`src/rtl/adder_arb_pkg.sv`:
```
// adder_arb_pkg: shared FSM encoding and default sizing for the adder arbiter.
package adder_arb_pkg;
    localparam logic [1:0] IDLE = 2'd0;
    localparam logic [1:0] EXEC = 2'd1;
    localparam logic [1:0] RESP = 2'd2;
    localparam int DEF_WIDTH = 32;
    localparam int DEF_NREQ  = 2;
    localparam int DEF_IDW   = 2;
    localparam int DEF_CNTW  = 16;
endpackage

```
`src/rtl/add_core.sv`:
```
// add_core: combinational add/subtract with carry-out and signed overflow.
module add_core #(
    parameter int WIDTH = 32
) (
    input  logic [WIDTH-1:0] a,
    input  logic [WIDTH-1:0] b,
    input  logic             sub,
    output logic [WIDTH-1:0] z,
    output logic             cout,
    output logic             ovf
);
    logic [WIDTH-1:0] b_eff;
    assign b_eff = sub ? ~b : b;
    assign {cout, z} = {1'b0, a} + {1'b0, b_eff} + {{WIDTH{1'b0}}, sub};
    assign ovf = (a[WIDTH-1] == b_eff[WIDTH-1]) & (z[WIDTH-1] != a[WIDTH-1]);
endmodule

```
`src/rtl/adder_arbiter.sv`:
```
// adder_arbiter: round-robin sharing of one adder among NREQ requesters, one op in flight.
module adder_arbiter
    import adder_arb_pkg::*;
#(
    parameter int WIDTH = DEF_WIDTH,
    parameter int NREQ  = DEF_NREQ,
    parameter int IDW   = DEF_IDW,
    parameter int CNTW  = DEF_CNTW
) (
    input  logic                  clk,
    input  logic                  rst_n,
    input  logic [NREQ-1:0]       req_valid,
    output logic [NREQ-1:0]       req_ready,
    input  logic [NREQ*WIDTH-1:0] req_a,
    input  logic [NREQ*WIDTH-1:0] req_b,
    input  logic [NREQ-1:0]       req_sub,
    output logic                  rsp_valid,
    input  logic                  rsp_ready,
    output logic [IDW-1:0]        rsp_id,
    output logic [WIDTH-1:0]      rsp_z,
    output logic                  rsp_cout,
    output logic                  rsp_ovf,
    output logic                  busy,
    output logic [CNTW-1:0]       op_count
);
    logic [1:0]       state;
    logic [IDW-1:0]   ptr, grant, cap_id;
    logic [WIDTH-1:0] cap_a, cap_b, sum;
    logic             cap_sub, cout, ovf, hs;

    // Scan descending so the lowest offset from the pointer is written last and wins.
    function automatic logic [IDW-1:0] rr_pick(input logic [NREQ-1:0] v, input logic [IDW-1:0] p);
        logic [IDW-1:0] g;
        g = '0;
        for (int k = NREQ - 1; k >= 0; k--)
            if (v[(int'(p) + k) % NREQ]) g = IDW'((int'(p) + k) % NREQ);
        return g;
    endfunction

    assign grant     = rr_pick(req_valid, ptr);
    assign req_ready = (state == IDLE && |req_valid) ? NREQ'(1) << grant : '0;
    assign hs        = |(req_valid & req_ready);
    assign busy      = state != IDLE;

    add_core #(.WIDTH(WIDTH)) u_add (
        .a   (cap_a),
        .b   (cap_b),
        .sub (cap_sub),
        .z   (sum),
        .cout(cout),
        .ovf (ovf)
    );

    always_ff @(posedge clk or negedge rst_n) begin
        if (!rst_n) begin
            state     <= IDLE;
            ptr       <= '0;
            cap_id    <= '0;
            cap_a     <= '0;
            cap_b     <= '0;
            cap_sub   <= 1'b0;
            rsp_valid <= 1'b0;
            rsp_id    <= '0;
            rsp_z     <= '0;
            rsp_cout  <= 1'b0;
            rsp_ovf   <= 1'b0;
            op_count  <= '0;
        end else if (state == IDLE) begin
            if (hs) begin
                cap_a   <= req_a[int'(grant)*WIDTH +: WIDTH];
                cap_b   <= req_b[int'(grant)*WIDTH +: WIDTH];
                cap_sub <= req_sub[grant];
                cap_id  <= grant;
                state   <= EXEC;
            end
        end else if (state == EXEC) begin
            rsp_z     <= sum;
            rsp_cout  <= cout;
            rsp_ovf   <= ovf;
            rsp_id    <= cap_id;
            rsp_valid <= 1'b1;
            state     <= RESP;
        end else if (state == RESP) begin
            if (rsp_ready) begin
                rsp_valid <= 1'b0;
                op_count  <= op_count + CNTW'(1);
                ptr       <= (cap_id == IDW'(NREQ - 1)) ? '0 : cap_id + IDW'(1);
                state     <= IDLE;
            end
        end else begin
            state <= IDLE;
        end
    end
endmodule

```
`config.mk`:
```
export PLATFORM = sky130hd
export DESIGN_NAME = adder_arbiter
export DESIGN_NICKNAME = d
export VERILOG_FILES = /design/src/rtl/adder_arb_pkg.sv /design/src/rtl/add_core.sv /design/src/rtl/adder_arbiter.sv
export SDC_FILE = /design/constraint.sdc
export NUM_CORES = 1
export LEC_CHECK = 0
export ABC_CLOCK_PERIOD_IN_PS = 7140
export CORE_AREA = 2 2 140 142
export CTS_CLUSTER_DIAMETER = 150
export CTS_CLUSTER_SIZE = 40
export DETAILED_ROUTE_END_ITERATION = 8
export DIE_AREA = 0 0 142 144
export GPL_TIMING_DRIVEN = 0
export MAX_ROUTING_LAYER = met4
export PLACE_DENSITY = 0.64
export SLEW_MARGIN = 20
export SYNTH_ARGS = -nofsm -noshare
export SYNTH_HDL_FRONTEND = slang
export SYNTH_SLANG_ARGS = --single-unit
```
`constraint.sdc`:
```
create_clock -name clk -period 7.14 [get_ports clk]
set_clock_uncertainty 0.1 [all_clocks]
set_input_delay 1.428 -clock clk [delete_from_list [all_inputs] [get_ports clk]]
set_output_delay 1.428 -clock clk [all_outputs]
set_load 0.02 [all_outputs]
```
# ---- After elaboration in Yosys (flattened, before gate mapping)
# Index checks and enable logic that the tools add are counted.
dict set report classes {
  mux 20
  bitwise_logic 6
  eq_ne 7
  n_shift 3
  add_sub_neg 5
  reduce_logical 12
  magnitude_cmp 3
}
# cell count
set ops {}
lappend ops {{indexed part select 64 x 8 -> 32 bit} 2}
lappend ops {{adder 32 x 32 -> 33 bit} 1}
lappend ops {{adder 33 x 1 -> 33 bit} 1}
lappend ops {{two-way mux 32 bit} 1}
lappend ops {{inverter 32 bit} 1}
lappend ops {{adder 16 x 1 -> 16 bit (second input constant)} 1}
lappend ops {{two-way mux 2 bit} 8}
lappend ops {{two-way mux 1 bit} 11}
lappend ops {{AND reduction 2 bit} 3}
lappend ops {{nonzero test 2 bit} 3}
lappend ops {{equality test 2 x 1 -> 1 bit (second input constant)} 2}
lappend ops {{inequality test 4 bit (second input constant)} 1}
lappend ops {{AND reduction 4 bit} 1}
lappend ops {{OR reduction 2 bit} 2}
lappend ops {{less-than comparator 2 x 3 -> 1 bit (second input constant)} 1}
lappend ops {{AND reduction 3 bit} 1}
lappend ops {{adder 1 bit (second input constant)} 2}
lappend ops {{bitwise AND 2 bit} 1}
lappend ops {{equality test 2 bit (second input constant)} 1}
lappend ops {{logical NOT 2 bit} 1}
lappend ops {{less-than comparator 1 x 2 -> 1 bit (second input constant)} 1}
lappend ops {{less-than comparator 2 bit (second input constant)} 1}
lappend ops {{inequality test 2 bit (second input constant)} 1}
lappend ops {{inverter 1 bit} 2}
lappend ops {{other kinds (6)} 6}
dict set report totals {
  wordCells 68
  register_bits 123
}

# ---- Longest topological paths before layout
# Gate-level depths: netlist of run 1.
dict set report depth {
  ltp_word 13
  depth_mapped 12
  mapped_depth_nobuf 10
}

# ---- Hierarchy
# From an unflattened synthesis of run 1, not the netlist that was laid out.
dict set report unflattened {
  hier_cells 657
  hier_area_um2 6899.1
}
# module cells_each area_each_um2 n_inst seq_area_each_um2
set by_module_without_submodules {}
lappend by_module_without_submodules {adder_arbiter 381 4916.0 1 3027.9}
lappend by_module_without_submodules {add_core 276 1983.2 1 0.0}

# ---- Least setup slack after synthesis of run 1
# OpenSTA, ideal clock, no wires.
dict set report synth_path {
  kind {input port to output port}
  startpoint {in req_valid[1]}
  endpoint {out req_ready[0]}
  t_arrival_ns 2.469
  slack_ns 3.143
  path_stages 4
  path_cell_list {o21ai_1 > clkbuf_1 > clkbuf_1 > nor2_1}
}
dict set report synth_between {
  elab_chain_len 7
  elab_cells_between_ends 11
  classes_between {1 x shift; 8 x mux; 2 x reduce/logical}
}
# element line_no
set synth_lines {}
lappend synth_lines {{start: declaration} adder_arbiter.sv:12} ;# input logic [NREQ-1:0] req_valid,
lappend synth_lines {{two-way mux 1 bit (not written as such) (3 in a row)} adder_arbiter.sv:36} ;# if (v[(int'(p) + k) % NREQ]) g = IDW'((int'(p) + k) % NREQ);
lappend synth_lines {{two-way mux 2 bit (2 in a row)} adder_arbiter.sv:36}
lappend synth_lines {{left shift 1 x 2 -> 2 bit} adder_arbiter.sv:41} ;# assign req_ready = (state == IDLE && |req_valid) ? NREQ'(1) << grant : '0;
lappend synth_lines {{two-way mux 2 bit *} adder_arbiter.sv:41}
lappend synth_lines {{end: declaration} adder_arbiter.sv:13} ;# output logic [NREQ-1:0] req_ready,
# Mark *: on every way between the ends. The rest lies on a longest branch, timed or not. The select of a mux whose other input is x is not followed.

# ---- Worst setup path after layout of run 1
# Ends and elaborated chain as after synthesis.

==> run summary, run 1 <==
The clock network burns 13.9% of the power. In the final routed layout, each cell accounts on average for 17.47 um. The average instance in the mapped netlist occupies 9.728 um2. The path with the worst hold slack has its endpoint at op_count[15].

By count the netlist is led by sky130_fd_sc_hd__dfrtp_1, sky130_fd_sc_hd__nand2_1, sky130_fd_sc_hd__o21ai_0. The net total in the final layout is 1,150. The area fraction in and, or, nand and nor cells after synthesis is 13.41%. The count of warnings emitted by yosys is 0. On the worst path, the slowest cell contributes a delay of 0.56 ns.

In this run, placement finished with an instance count of 1,198. The clock period could shrink to 5.473 ns. In this run the power spent charging and discharging nets is 2.843 mW.

The routed layout has 6,411 vias. The data required time of the critical path is 5.61 ns. The number of search-and-repair iterations in the first detailed-routing pass is 5. The number of endpoints with negative hold slack in the final report is 0. In the routed layout, each cell is associated on average with a via count of 5.212. The pin slew with the least headroom to its limit came out at 0.9131 ns. Entering global routing, the biggest net connects 73 pins.

The number of pins exceeding their max-slew limit in the final report came out at 0. The synthesized netlist net count is 941. The leading area contributor after synthesis is sky130_fd_sc_hd__dfrtp_1.

Clock-pin slew was measured on the worst setup and hold paths at 0.06 ns. The instance count of the mapped netlist is 770. The number of antenna violations at the first check in global routing is 0.

On the critical path the largest part of the delay comes from buffers and inverters. TritonCTS created 17 clock buffers. The number of global-route vias before repair is 6,411. Setup repair after global routing left no endpoint under its margin. The setup slack after layout came out at 1.667 ns. STA classifies the critical path endpoint as a primary output.

The number of ports placed on the die boundary is 191. The kind of critical path is in -> out. The number of setup buffers added after CTS came out at 0. The register share of total power came out at 20.0%. The endpoint identified for the worst register-to-register timing path is rsp_z[28]. Cells fill 53.87% of the core in the end. The congestion estimate from routability-driven global placement came to 0.8820. The areal power density over the cells came out at 583.5 nW/um2. The worst max-slew margin expressed relative to the limit is 39.13%. In this run the tool buffered the top-level ports with 189 buffer cells. The hold path depth came out at 1. After synthesis the netlist holds a flip-flop and latch count of 121. The ratio of cells with drive above 1 in the final layout came out at 9.173%. The clock tree from TritonCTS is built. In this run the register-to-register setup slack is 3.44 ns. Cell internal power was estimated by the tool at 3.154 mW. The highest achievable clock rate is 182.7 MHz. Hold repair after CTS inserted 0 buffers.

The diode insertion count for antenna repair is 0. The top cell type by area accounts for 40.42% of the synthesized area. The most common cell in the synthesized netlist is sky130_fd_sc_hd__dfrtp_1. The multiplexer share of the synthesized area is 12.46%. In this run the critical register-to-register path is launched from cap_sub. In this run the most critical hold path is launched from op_count[15]. The fraction of power consumed by combinational cells is 66.1%. The starting utilization of the core area came out at 39.26%. The count of nets left with antenna violations after detail routing is 0. The number of standard-cell rows in the floorplan came out at 51. The number of buffers on the longest clock path is 2.

For this run the aggregate overflow at the end of global routing stands at 0. The area taken by flip-flops and latches is 3028 um2. The area share of xor/xnor cells in the synthesized design came out at 7.834%.

The sequential cell area fraction in the yosys report came out at 40.42%. The multi-input combinational cell area came out at 4213 um2. The most used flip-flop cell after synthesis is sky130_fd_sc_hd__dfrtp_1. Yosys mapped a number of flops with a built-in enable equal to 0. The number of levels in the clock H-tree came out at 4. For the worst setup path, the data arrival time is 3.94 ns. The wire length of the first global-routing pass came out at 34,290 um.

The number of max-cap violations came out at 0. The clock latency at the later pin of the worst-skew pair came out at 0.42 ns. Traced cell by cell, the critical path runs through clkdlybuf4s50_1 -> o21ai_1 -> clkbuf_1 -> clkbuf_1 -> nor2_1 -> clkdlybuf4s50_1. The DRC violations left is 0.

Summing the areas of all compound-gate instances in the mapped netlist gives 16.37% of the synthesized area. The area enclosed by the die boundary is 20,450 um2. By area, the combinational part of the netlist is dominated by compound AO/OA/AOI/OAI gates.

The total half-perimeter wirelength after legalization and detailed placement is 16,800 um. The non-filler instance count after layout came out at 1,230. IR analysis of the VDD net gives a maximum drop of 0.2363 mV. The run finished with clean final reports.

The number of endpoints failing setup at the final stage came out at 0. The total length of routed wires is 21,490 um. The fraction of registers with async set/reset came out at 100.0%. The count of filler cells inserted in the layout came out at 1,748. The period utilization is 76.65%. The kind of launch point of the worst setup path is an input pin. The path class of the tightest hold or removal check is reg -> reg. The depth of the most critical reg-to-reg path came out at 11.

OpenSTA, run right after detailed placement, puts the worst setup slack at 1.705 ns. Ranked by total cell area, the synthesized netlist is headed by sky130_fd_sc_hd__dfrtp_1, sky130_fd_sc_hd__mux2i_1, sky130_fd_sc_hd__ha_1. The cell at the slowest stage of the critical path is sky130_fd_sc_hd__clkdlybuf4s50_1. The synthesized netlist devotes 6.113% of its cell area to adder and majority cells. Gates resized during post-CTS repair numbered 0. Compared with the post-synthesis result, the final layout area differs by 37.20%. The leakage dissipation came out at 4.523 nW. In this run, distinct cell masters in the synthesized netlist total 70. Counting both buffers and inverters, the worst setup path holds a total of 4. The cell area that synthesis handed to floorplanning was 7491 um2. The first routing iteration left 412 violations.

Across every metal layer, demand over resource in global routing totals 22.52%. The die height came out at 144 um. The biggest fanout along the worst timing path came out at 10. The floorplan step defined a core boundary enclosing 19,080 um2.

The count of clock tree sinks is 121. The horizontal extent of the die is 142 um. The switching power share of the total is 47.41%. CTS placed an instance of sky130_fd_sc_hd__clkbuf_16 at the clock tree root.
## area by class of cell
cell class	instances	area share [%]
clock buffer	17	4.139
timing repair buffer	190	18.69
multi-input combinational	591	40.99
inverter	13	0.4748
buffer	45	1.960
sequential	121	29.46
clock inverter	15	1.388
tap	238	2.897
## cell families after synthesis
| group | count (synthesis) |
|---|---|
| simple gates | 209 |
| compound gates | 189 |
| flops | 121 |
| mux | 89 |
| xor+xnor | 67 |
| buf+inv | 58 |
| fa+ha+maj | 36 |
| other cells | 1 |
## state kept, by name, summed over array words and instances (netlist names)
signal / count
cap_a: 32
cap_b: 32
rsp_z: 32
op_count: 16
state: 2
cap_id: 1
cap_sub: 1
ptr: 1
rsp_cout: 1
rsp_id: 1
rsp_ovf: 1
rsp_valid: 1
## how the worst max path moves through the flow
stage                  from           end  slack (ns)  cells past startpoint
6_report       req_valid[1]  req_ready[0]        1.67                      6
5_1_grt        req_valid[1]  req_ready[0]        1.54                      6
4_1_cts        req_valid[1]  req_ready[0]        1.70                      6
3_5_place_dp   req_valid[1]  req_ready[0]        1.70                      6
3_3_place_gp          rst_n  op_count[14]       -0.33                      1
2_1_floorplan  req_valid[1]  req_ready[0]        3.14                      4
## power by group through the flow
stage	clock, mW	sequential [mW]	combinational, mW
finish	0.833	1.20	3.96
global route	0.872	1.24	4.37
CTS	0.842	1.20	3.95
detailed placement	0	1.21	3.92
global placement	0	1.21	3.90
floorplan	0	1.31	2.68
## per-layer routing
metal	vias up	track usage [%]	part of all wire [%]
li1	3173	-	-
met1	3030	30.09	47
met5	-	-	0
met2	187	35.27	47
met3	21	4.172	5.0
met4	0	6.368	1.3
## metrics by stage
step	area (um2)	setup TNS (ns)	power [mW]	hold slack [ns]
3_5_place_dp	9709	0	5.129	0.3687
6_report	10280	0	5.996	0.3685
4_1_cts	10280	0	5.995	0.3764
5_1_grt	10280	0	6.485	0.3856
3_3_place_gp	9681	-38.89	5.102	0.3598
2_1_floorplan	7491	0	3.991	0.3435
## cell usage in the layout, fill, tap and decap left out, types with 4 or more instances in the layout
master and instances:
sky130_fd_sc_hd__nand2_1 108, sky130_fd_sc_hd__a31oi_1 5, sky130_fd_sc_hd__ha_1 35, sky130_fd_sc_hd__o21ai_1 4, sky130_fd_sc_hd__buf_1 10, sky130_fd_sc_hd__clkbuf_16 17
sky130_fd_sc_hd__a21o_1 11, sky130_fd_sc_hd__xnor2_1 22, sky130_fd_sc_hd__clkbuf_1 18, sky130_fd_sc_hd__clkinvlp_4 5, sky130_fd_sc_hd__o21ai_0 80, sky130_fd_sc_hd__a31o_1 4
sky130_fd_sc_hd__nor3_1 11, sky130_fd_sc_hd__mux2_2 20, sky130_fd_sc_hd__o211ai_1 5, sky130_fd_sc_hd__or3_1 4, sky130_fd_sc_hd__nor2b_1 8, sky130_fd_sc_hd__o21bai_1 7
sky130_fd_sc_hd__and3_1 6, sky130_fd_sc_hd__nor2_1 20, sky130_fd_sc_hd__inv_1 13, sky130_fd_sc_hd__inv_6 5, sky130_fd_sc_hd__nand4_1 12, sky130_fd_sc_hd__mux2i_1 67
sky130_fd_sc_hd__clkdlybuf4s50_1 188, sky130_fd_sc_hd__buf_2 12, sky130_fd_sc_hd__xor2_1 45, sky130_fd_sc_hd__dfrtp_1 121, sky130_fd_sc_hd__a21oi_1 38, sky130_fd_sc_hd__nand3_1 15
sky130_fd_sc_hd__and2_1 4
No activity file was read; power rests on OpenSTA's default activity.
==> run 2, diff against run 1 <==
- ABC_CLOCK_PERIOD_IN_PS: 7140 -> 4600
- PLACE_DENSITY: 0.64 -> 0.66
- clock period: 7.14 -> 4.6 ns (I/O delays scaled with it)
==> run 2 against run 1 <==
  * Sequential cell count is the same
  * Count of clock-buffer cells in the layout grew 5
  * Final cell count shrank 0.16%
  * Combinational power grew 55%
  * Critical path type unchanged
  * Largest power group unchanged
==> run summary, run 2 (synthesized netlist as in run 1, its figures left out) <==
The number of instances resized during post-cts repair came out at 0. The first global-routing pass estimated 33,780 um of wire. The number of pins exceeding their max-slew limit in the final report is 0. The number of levels in the clock H-tree came out at 4.

The number of endpoints with negative hold slack in the final report is 0. The total half-perimeter wirelength after legalization and detailed placement is 16,710 um. The area enclosed by the die boundary is 20,450 um2.

The initial DRC count came out at 412. The peak per-stage delay on the critical path came out at 0.57 ns. Traced cell by cell, the critical path runs through clkdlybuf4s50_1 -> o21ai_1 -> clkbuf_1 -> clkbuf_1 -> nor2_1 -> clkdlybuf4s50_1. From synthesis to final layout, the design area changed by 37.55%.

Setup repair after global routing left no endpoint under its margin. The number of setup buffers added after CTS is 0. In the routed design, unresolved DRC markers number 0.

The vias per cell is 5.178. The worst hold-check slack came out at 0.3625 ns. The routed via count is 6,358. Clock tree synthesis inserted a total of 17 buffers. The data required time of the critical path came out at 3.58 ns. The overall power of the completed layout is 9.346 mW. The largest registers in the layout are cap_a: 32 flops, cap_b: 32 flops, rsp_z: 32 flops. The number of endpoints failing setup at the final stage came out at 0. Routability-driven placement finished with a final weighted congestion of 0.9068. The final routed wire length divided by cell count came out at 17.07 um. The port buffer count is 189. The core region area is 19,080 um2. The horizontal extent of the die is 142 um. For this design, the CTS-stage hold fixing added 0 buffers. The depth of the most critical reg-to-reg path is 11. For this design the ratio of total power to cell area is 907.0 nW/um2.

The worst setup slack for register-to-register paths came out at 0.83 ns. The final critical delay including setup and external delays came out at 4.397 ns. In the layout the commonest cells are sky130_fd_sc_hd__clkdlybuf4s50_1, sky130_fd_sc_hd__dfrtp_1, sky130_fd_sc_hd__nand2_1. The critical path in this run is classified as in -> out. The global route total overflow is 0. The final layout contains 1,150 nets. Global routing used 22.12% of the available tracks across all layers.

The period utilization is 95.59%. The count of nets left with antenna violations after detail routing is 0. The leakage dissipation is 4.547 nW. The maximum VDD drop came out at 0.3853 mV. For this design the top-level I/O count stands at 191. At the pin with the least slew margin, the transition time is 0.9227 ns. The worst register-to-register path begins at cap_sub. For this configuration, the core starts out at a cell density of 39.26%. STA classifies the critical path endpoint as a primary output.

The number of search-and-repair iterations in the first detailed-routing pass is 5. The most critical setup path has its endpoint at req_ready[0]. The count of clock tree sinks is 121. The arrival time at the worst endpoint is 3.38 ns. The root buffer cell is sky130_fd_sc_hd__clkbuf_16.

The post-route standard cell area excluding fillers is 10,300 um2. The tool flagged a number of max-cap violations equal to 0. The endpoint identified for the worst register-to-register timing path is rsp_z[28]. The worst max-slew margin expressed relative to the limit is 38.49%. The area of placed instances is 9709 um2. The clock latency at the later pin of the worst-skew pair came out at 0.42 ns. The number of antenna violations at the first check in global routing came out at 0. The highest achievable clock rate came out at 227.4 MHz.

The flow ran to the end, and the final reports show no timing, DRC or antenna violations. TritonCTS built the clock tree. The initialized floorplan defines 51 standard-cell rows.

For this design, the slowest cell found on the critical path is sky130_fd_sc_hd__clkdlybuf4s50_1. The die height came out at 144 um. The ratio of cells with drive above 1 in the final layout came out at 8.788%. The biggest fanout along the worst timing path came out at 10. STA classifies the critical path startpoint as an input pin.

The count of filler cells inserted in the layout came out at 1,771. The library cell used most frequently in the layout, excluding fill and tap cells, is sky130_fd_sc_hd__clkdlybuf4s50_1. The clock slew seen by the registers of the worst setup and hold paths came out at 0.05 ns.

The worst min-delay path class is in -> async. The number of buffers on the longest clock path came out at 2. The total length of routed wires is 20,960 um. The number of global-route vias before repair is 6,414. The repair_antennas step left the layout with diodes totalling 0. The source of the critical timing path is req_valid[1]. Entering global routing, the biggest net connects 65 pins.
==> run 2: worst min-delay path by stage <==
stage	start	to	slack (ns)	cells past startpoint
6_report	rst_n	rsp_z[4]	0.36	1
2_1_floorplan	cap_id[0]	ptr[0]	0.34	1
5_1_grt	rst_n	rsp_z[4]	0.40	1
4_1_cts	rst_n	rsp_z[4]	0.38	1
3_3_place_gp	op_count[15]	op_count[15]	0.36	1
3_5_place_dp	op_count[15]	op_count[15]	0.37	1
==> run 2: through the flow <==
step,setup slack [ns],std cells,TNS [ns],util [%]
6_report,0.2030,1228,0,54.00
3_5_place_dp,0.1499,1198,0,50.89
4_1_cts,0.1640,1228,0,54.00
2_1_floorplan,1.565,770,0,-
5_1_grt,0.02008,1228,0,54.00
3_3_place_gp,-2.267,1197,-272.65,50.74
==> run 2: power breakdown <==
part / internal [mW] / total, mW / switching (mW)
registers: 1.57 / 1.86 / 0.294
clock network: 0.885 / 1.35 / 0.464
logic: 2.58 / 6.13 / 3.55
total: 5.03 / 9.35 / 4.31
==> run 2: cell type report <==
class | instances | area [um2] | share of cell area (%)
Buffer | 45 | 201.4 | 1.955
Tap cell | 238 | 297.8 | 2.890
Sequential cell | 121 | 3028 | 29.39
Multi-Input combinational cell | 591 | 4213 | 40.89
Timing Repair Buffer | 190 | 1921 | 18.64
Inverter | 13 | 48.80 | 0.4736
Clock buffer | 22 | 474.2 | 4.602
Clock inverter | 8 | 120.1 | 1.166
==> run 2: layer usage <==
metal	wire length, um	vias to the layer above	GRT usage (%)	part of all wire, %
met2	9922	171	34.35	47
met5	0	-	-	0
met3	1252	23	4.967	6.0
met4	306	0	5.737	1.5
li1	-	3170	-	-
met1	9478	2994	29.49	45
==> run 2: critical path: cells and delay by family <==
family	cells	cell delay, ns
buffers and inverters	4	1.88
AND/OR/NAND/NOR	1	0.10
AO/OA/AOI/OAI	1	0.47
